**src/rtl/cla_seq_pkg.sv**
```systemverilog
// Shared types for the nibble-serial CLA add/subtract controller.
// Holds FSM state encoding, operation codes and slice width.
package cla_seq_pkg;

    typedef enum logic [1:0] {IDLE, ADD, DONE} state_t;

    typedef enum logic {OP_ADD, OP_SUB} op_t;

    localparam int NIBBLE_W = 4;

endpackage

```
**src/rtl/cla_seq_ctrl_dutcla_4b.sv**
```systemverilog
// Purely combinational 4-bit carry look-ahead adder slice.
// Shared by every nibble step of the sequencing controller.
module dutcla_4b
    import cla_seq_pkg::*;
(
    input  logic [NIBBLE_W-1:0] ain,
    input  logic [NIBBLE_W-1:0] bin,
    input  logic                cin,
    output logic [NIBBLE_W-1:0] sum,
    output logic                cout
);

    logic [3:0] g;
    logic [3:0] p;
    logic [3:0] c;

    // Generate/propagate terms and flattened look-ahead carries.
    always_comb begin
        g    = ain & bin;
        p    = ain ^ bin;
        c[0] = cin;
        c[1] = g[0] | (p[0] & cin);
        c[2] = g[1] | (p[1] & g[0]) | (p[1] & p[0] & cin);
        c[3] = g[2] | (p[2] & g[1]) | (p[2] & p[1] & g[0])
             | (p[2] & p[1] & p[0] & cin);
        cout = g[3] | (p[3] & g[2]) | (p[3] & p[2] & g[1])
             | (p[3] & p[2] & p[1] & g[0])
             | (p[3] & p[2] & p[1] & p[0] & cin);
        sum  = p ^ c;
    end

endmodule

```
**src/rtl/cla_seq_ctrl.sv**
```systemverilog
// Wide add/subtract built from one shared 4-bit CLA slice,
// one nibble per clock, LSB first, valid/ready on both sides.
module cla_seq_ctrl
    import cla_seq_pkg::*;
#(
    parameter int NIBBLES = 4
) (
    input  logic                      clk,
    input  logic                      reset_n,
    input  logic                      in_valid,
    output logic                      in_ready,
    input  logic [NIBBLE_W*NIBBLES-1:0] a,
    input  logic [NIBBLE_W*NIBBLES-1:0] b,
    input  logic                      op,
    input  logic                      cin,
    output logic                      out_valid,
    input  logic                      out_ready,
    output logic [NIBBLE_W*NIBBLES-1:0] result,
    output logic                      cout,
    output logic                      ovf,
    output logic                      zero
);

    localparam int W  = NIBBLE_W * NIBBLES;
    localparam int IW = (NIBBLES > 1) ? $clog2(NIBBLES) : 1;

    state_t                state;
    logic [IW-1:0]         idx;
    logic                  carry;
    logic [W-1:0]          a_r;
    logic [W-1:0]          b_r;

    logic [NIBBLE_W-1:0]   a_nib;
    logic [NIBBLE_W-1:0]   b_nib;
    logic [NIBBLE_W-1:0]   s_nib;
    logic                  s_cout;
    logic [W-1:0]          res_next;
    logic                  last;
    logic                  is_sub;

    assign in_ready  = (state == IDLE);
    assign out_valid = (state == DONE);
    assign is_sub    = (op_t'(op) == OP_SUB);
    assign last      = (idx == IW'(NIBBLES - 1));

    // Select the current nibble and splice the new sum into the result.
    always_comb begin
        a_nib    = a_r[NIBBLE_W*int'(idx) +: NIBBLE_W];
        b_nib    = b_r[NIBBLE_W*int'(idx) +: NIBBLE_W];
        res_next = result;
        res_next[NIBBLE_W*int'(idx) +: NIBBLE_W] = s_nib;
    end

    dutcla_4b u_cla (
        .ain  (a_nib),
        .bin  (b_nib),
        .cin  (carry),
        .sum  (s_nib),
        .cout (s_cout)
    );

    // Sequencer: accept, step one nibble per cycle, hold until drained.
    always_ff @(posedge clk or negedge reset_n) begin
        if (!reset_n) begin
            state  <= IDLE;
            idx    <= '0;
            carry  <= 1'b0;
            a_r    <= '0;
            b_r    <= '0;
            result <= '0;
            cout   <= 1'b0;
            ovf    <= 1'b0;
            zero   <= 1'b0;
        end else begin
            unique case (state)
                IDLE: begin
                    if (in_valid) begin
                        a_r    <= a;
                        b_r    <= is_sub ? ~b : b;
                        carry  <= is_sub ? 1'b1 : cin;
                        idx    <= '0;
                        result <= '0;
                        state  <= ADD;
                    end
                end
                ADD: begin
                    result <= res_next;
                    carry  <= s_cout;
                    idx    <= idx + 1'b1;
                    if (last) begin
                        state <= DONE;
                        cout  <= s_cout;
                        zero  <= (res_next == '0);
                        ovf   <= (a_r[W-1] == b_r[W-1])
                              && (res_next[W-1] != a_r[W-1]);
                    end
                end
                DONE: begin
                    if (out_ready) begin
                        state <= IDLE;
                    end
                end
                default: state <= IDLE;
            endcase
        end
    end

endmodule
```
**config.mk**
```make
export PLATFORM = sky130hd
export DESIGN_NAME = cla_seq_ctrl
export DESIGN_NICKNAME = d
export VERILOG_FILES = /design/src/rtl/cla_seq_pkg.sv /design/src/rtl/cla_seq_ctrl_dutcla_4b.sv /design/src/rtl/cla_seq_ctrl.sv
export SDC_FILE = /design/constraint.sdc
export NUM_CORES = 1
export LEC_CHECK = 0
export CAP_MARGIN = 20
export CORE_MARGIN = 5
export CORE_UTILIZATION = 45
export CTS_BUF_LIST = sky130_fd_sc_hd__clkbuf_16
export DETAILED_ROUTE_END_ITERATION = 10
export GPL_ROUTABILITY_DRIVEN = 1
export PLACE_DENSITY = 0.71
export SYNTH_ARGS = -nofsm -noshare
export SYNTH_HDL_FRONTEND = slang
export SYNTH_SLANG_ARGS = --single-unit
```
**constraint.sdc**
```tcl
create_clock -name clk -period 7.91 [get_ports clk]
set_input_delay 1.9775 -clock clk [delete_from_list [all_inputs] [get_ports clk]]
set_output_delay 1.9775 -clock clk [all_outputs]
set_load 0.03 [all_outputs]
```
# [Word level (Yosys, flattened, before mapping)]
# Cells that the tools add are included.
[word_totals] latchBits=0 romBits=0 out_inout_bits=21 in_bits=38 ff_bits=56 n_memories=0 ramBits=0 word_cells=74
[classes] div=0 addsub=2 bitwise=30 reduce_logical=8 magnitude_cmp=0 n_mul=0 eq_ne=8 shifts=4 mux=13
[ops] cell="4-bit negation with 33-bit output" count=1
[ops] cell="4-bit by 33-bit variable shift with 16-bit output (first input constant)" count=1
[ops] cell="4-bit by 33-bit variable part select with 16-bit output" count=1
[ops] cell="16-bit two-way mux" count=2
[ops] cell="16-bit case mux with 2 select lines" count=1
[ops] cell="16-bit by 5-bit variable part select with 4-bit output" count=2
[ops] cell="1-bit AND" count=16
[ops] cell="16-bit bitwise mux" count=1
[ops] cell="16-bit zero test" count=1
[ops] cell="16-bit NOT" count=1
[ops] cell="1-bit OR" count=10
[ops] cell="2-bit two-way mux" count=4
[ops] cell="4-bit XOR" count=2
[ops] cell="2-bit case mux with 3 select lines" count=1
[ops] cell="2-bit AND reduction" count=3
[ops] cell="4-bit AND" count=1
[ops] cell="2-bit equality test (second input constant)" count=2
[ops] cell="2-bit inequality test (second input constant)" count=2
[ops] cell="2-bit case mux with 2 select lines" count=1
[ops] cell="3-bit AND reduction" count=1
[ops] cell="2-bit by 1-bit adder with 2-bit output (second input constant)" count=1
[ops] cell="2-bit by 1-bit equality test with 1-bit output (second input constant)" count=1
[ops] cell="2-bit zero test" count=1
[ops] cell="1-bit two-way mux" count=2
[ops] cell="other kinds (6)" count=6

# [Depth between registers and ports, before layout]
[logic_depth] word_depth=11 ltp_mapped=10 depth_no_buf=7

# [By module]
# A second synthesis with hierarchy kept.
[unflattened] cells_unflattened=283 area_unflattened_um2=2924.1
[by_module_without_submodules] mod="cla_seq_ctrl" seq_area_each_um2=1401.3 instances=1 area_each_um2=2776.4 cells_each=266
[by_module_without_submodules] mod="dutcla_4b" seq_area_each_um2=0.0 instances=1 area_each_um2=147.6 cells_each=17

# [Worst setup path before layout]
# OpenSTA, ideal clock, no wires.
[synth_path] path_kind="in2reg" startpoint="input port in_valid" endpoint="register a_r[10]" path_buffers=2 required_ns=7.782 arrival_time_ns=2.789 path_slack_ns=4.994 cell_stages=4 setup_time_ns=0.128 cell_sequence="and2_1 buf_2 buf_2 mux2_1"
[synth_via] elab_chain_len=1
[synth_rtl] item="from (decl)" line="cla_seq_ctrl.sv:10" source="input logic in_valid,"
[synth_rtl] item="2-bit AND reduction (no source line)"
[synth_rtl] item="to (signal assigned)" line="cla_seq_ctrl.sv:68" source="a_r <= '0;"
[synth_rtl] item="to (signal assigned)" line="cla_seq_ctrl.sv:78" source="a_r <= a;"
[synth_rtl] item="to (decl)" line="cla_seq_ctrl.sv:30" source="logic [W-1:0] a_r;"
# Every way passes these cells.
# A chain may end at the register's enable or synchronous reset.

# [Final worst setup path]
[layout_path] startpoint="input port in_valid" endpoint="register result[12]"
[layout_via] elab_chain_len=2
[layout_rtl] item="2-bit inequality test (no source line)"
[layout_rtl] item="2-bit AND reduction (no source line)"
[layout_rtl] item="to (signal assigned)" line="cla_seq_ctrl.sv:87" source="result <= res_next;"
[layout_rtl] item="to (decl)" line="cla_seq_ctrl.sv:18" source="output logic [NIBBLE_W*NIBBLES-1:0] result,"
# Every way passes these cells.

==> reports/results.ini <==
[critical_path]
path_cells = clkdlybuf4s50_1, and2_2, nor2_1, o21bai_1, a32o_1
cp-end-kind = flip-flop
cp_num_buf_inv = 1
path_max_fanout = 56
r2r_start = idx[0]
r2r_end = zero
cp_top_family = simple AND/OR/NAND/NOR gates
worstRegToRegCells = 7
critical_path_class = primary input to flip-flop
start_kind = primary input
cp.arrival_ns = 3.90
crit_path_top_delay_cell = and2_2
r2r_slack_ns = 4.73
worstPathRequired_ns = 8.09
cpPeakStageDelay_ns = 0.81

[timing]
hold_viol = 0
slew_headroom_pct = 31.5
fin_tns_setup_ns = 0
fin_crit_ns = 3.72
grt_setup_unrepaired = no
skew_ns = 0.00778
fmax_ghz = 0.269
finalCritPeriodShare_pct = 47.0
drv_slew = 0
setup_viol = 0
tightest_slew_ns = 1.03

[pwr]
clock_power_share_pct = 12.1
power_frac_comb_pct = 58.7
vdd_ir_drop_max_mv = 0.348
p_seq_share_pct = 29.1
cellPowerDensity_nw_per_um2 = 495
p_sw_uw = 817
switching_share_pct = 45.1
internal_power_uw = 995
power_leakage_nw = 1.48

[logic_synthesis]
synth.net_count = 301
ys_warn_count = 0
syn_area_um2 = 2900
synth.top_cell.area_share_pct = 48.3
synthCells = 251
synth_cell_types = 41
yosys_register_bits = 56
ys_seq_area_share_pct = 48.3
synth.most_common_cell = dfrtp_1
synthTopCellsByArea = dfrtp_1 (48%), mux4_2 (6.2%), xnor2_1 (5.7%)
syn_avg_cell_area_um2 = 11.6
yosysTopAreaCell = dfrtp_1
ys_async_sr_fraction_pct = 100
synth_edf_count = 0
yosys-top-cells-count = dfrtp_1 (56), a21oi_1 (24), nor2_1 (22)
synthFlopType = dfrtp_1

[layout]
final_cells = 381
num_antenna_cells = 0
nNetsFinal = 353
fin_area_um2 = 3660
nFillCells = 564
drive_gt1_share_pct = 10.2
area_growth_syn_to_layout_pct = 26.2

[global_route]
grt_pass1_vias = 2221
grt_use_total_pct = 15.7
grt-ovfl-total = 0
grt_pass1_wl_um = 10500
grt_start_max_net_pins = 57
antenna_found_initial = 0

[route]
drt_iter0_markers = 106
dr.pass1.iters = 4
vias = 2110
wl_um = 6280
drc = 0
via_per_inst = 5.54
detail-route-antenna-nets = 0
wl_per_cell_um = 16.5

[cts]
cts_resized = 0
clockRootBuffer = clkbuf_16
cts_sinks = 56
clockBufferDepth = 2
tritoncts = yes
clk_latency_ns = 0.29
cts_hold_repair.buffers = 0
cts_setup_buffers = 0
h-tree-depth = 2
cts_buffers = 5
clk_pin_slew_ns = 0.07

[flow_run]
drv_cap = 0

[hold_path]
min_from = a_r[12]
min_path_cells = 1
worstHoldEndpoint = a_r[12]
holdCritPathClass = flip-flop to flip-flop

[floorplan]
start_util_pct = 46.0
die_y_um = 90.3
die-area_um2 = 8160
num_io_pins = 59
rows = 29
core_um2 = 6310
die_w_um = 90.3

[place]
dp.cells = 373
io_buffers = 58
place_congestion = 0.877
dp_hpwl_um = 4550
placed_cell_area_um2 = 3520

[run_status]
status = completed

per-stage QoR:
| step | total power, mW | worst slack (ns) | util [%] | hold slack [ns] |
|---|---|---|---|---|
| 2_1_floorplan | 1.29 | 4.99 | - | 0.452 |
| 3_3_place_gp | 1.57 | 3.92 | 55.7 | 0.462 |
| 3_5_place_dp | 1.60 | 3.90 | 55.7 | 0.474 |
| 4_1_cts | 1.82 | 4.20 | 58.0 | 0.489 |
| 5_1_grt | 1.95 | 4.01 | 58.0 | 0.507 |
| 6_report | 1.81 | 4.19 | 58.0 | 0.483 |
power groups by stage:
stage	clock [mW]	combinational, mW	sequential, mW
after floorplan	0	0.736	0.554
after global placement	0	1.04	0.529
after detailed placement	0	1.06	0.538
after CTS	0.224	1.07	0.532
after global routing	0.236	1.16	0.552
final	0.220	1.06	0.528
state kept, by name, indices dropped and copies added (netlist names):
signal / count
cout: 1
state: 2
zero: 1
b_r: 16
idx: 2
ovf: 1
result: 16
carry: 1
a_r: 16
worst max-delay path by stage:
| stage | depth (start not counted) | end | start |
|---|---|---|---|
| after CTS | 5 | result[12] | in_valid |
| after detailed placement | 5 | result[12] | in_valid |
| after global routing | 5 | result[12] | in_valid |
| final | 5 | result[12] | in_valid |
| after global placement | 5 | result[13] | in_valid |
| after floorplan | 4 | a_r[10] | in_valid |
worst register-to-register path, delay by kind of cell, from the launching register on:
family,cells,cell delay [ns]
mux,1,0.61
compound gates,4,0.75
xor+xnor,1,0.37
fa+ha+maj,1,0.44
flops,1,0.90
area by class of cell:
type	instances	area [um2]	area share (%)
Timing Repair Buffer	59	583	15.9
Clock buffer	5	125	3.41
Sequential cell	56	1400	38.2
Inverter	5	18.8	0.512
Tap cell	77	96.3	2.63
Multi-Input combinational cell	176	1420	38.6
Clock inverter	3	23.8	0.649
cell usage in the layout, fill, tap and decap left out, types with 2 or more instances in the layout:
master | synthesis | final
nor3_1 | 4 | 4
inv_1 | 5 | 5
a21oi_1 | 24 | 24
dfrtp_1 | 56 | 56
nand2_1 | 9 | 9
mux2i_1 | 3 | 3
o21bai_1 | 2 | 2
nor4_1 | 4 | 4
nor2_1 | 22 | 22
a32o_1 | 4 | 4
mux4_2 | 8 | 8
clkinvlp_4 | 0 | 2
mux2_1 | 6 | 6
mux2_2 | 10 | 10
xnor2_1 | 19 | 19
o21ai_0 | 8 | 8
clkbuf_16 | 0 | 5
nand2b_1 | 5 | 5
a31oi_1 | 2 | 2
o31ai_1 | 2 | 2
o22ai_1 | 3 | 3
ha_1 | 11 | 11
clkdlybuf4s50_1 | 0 | 57
o2111ai_1 | 2 | 2
a22o_1 | 12 | 12
metal layers:
layer / track usage [%] / share of wire, % / wire, um / vias up
li1: - / - / - / 1021
met1: 19.7 / 44 / 2750 / 1020
met2: 27.5 / 50 / 3120 / 61
met3: 2.83 / 5.1 / 323 / 8
met4: 4.47 / 1.4 / 89 / 0
met5: 0 / 0 / 0 / -
kinds of logic after synthesis:
group	after synthesis	share of synthesized area [%]
muxes	27	13.4
xor gates and xnor gates	19	5.73
DFF	56	48.3
adders and majority gates	12	5.43
AOI/OAI and AO/OA	65	15.1
buffers and inverters	19	3.02
and+or+nand+nor	53	9.05
Power figures use the tool's default switching activity.
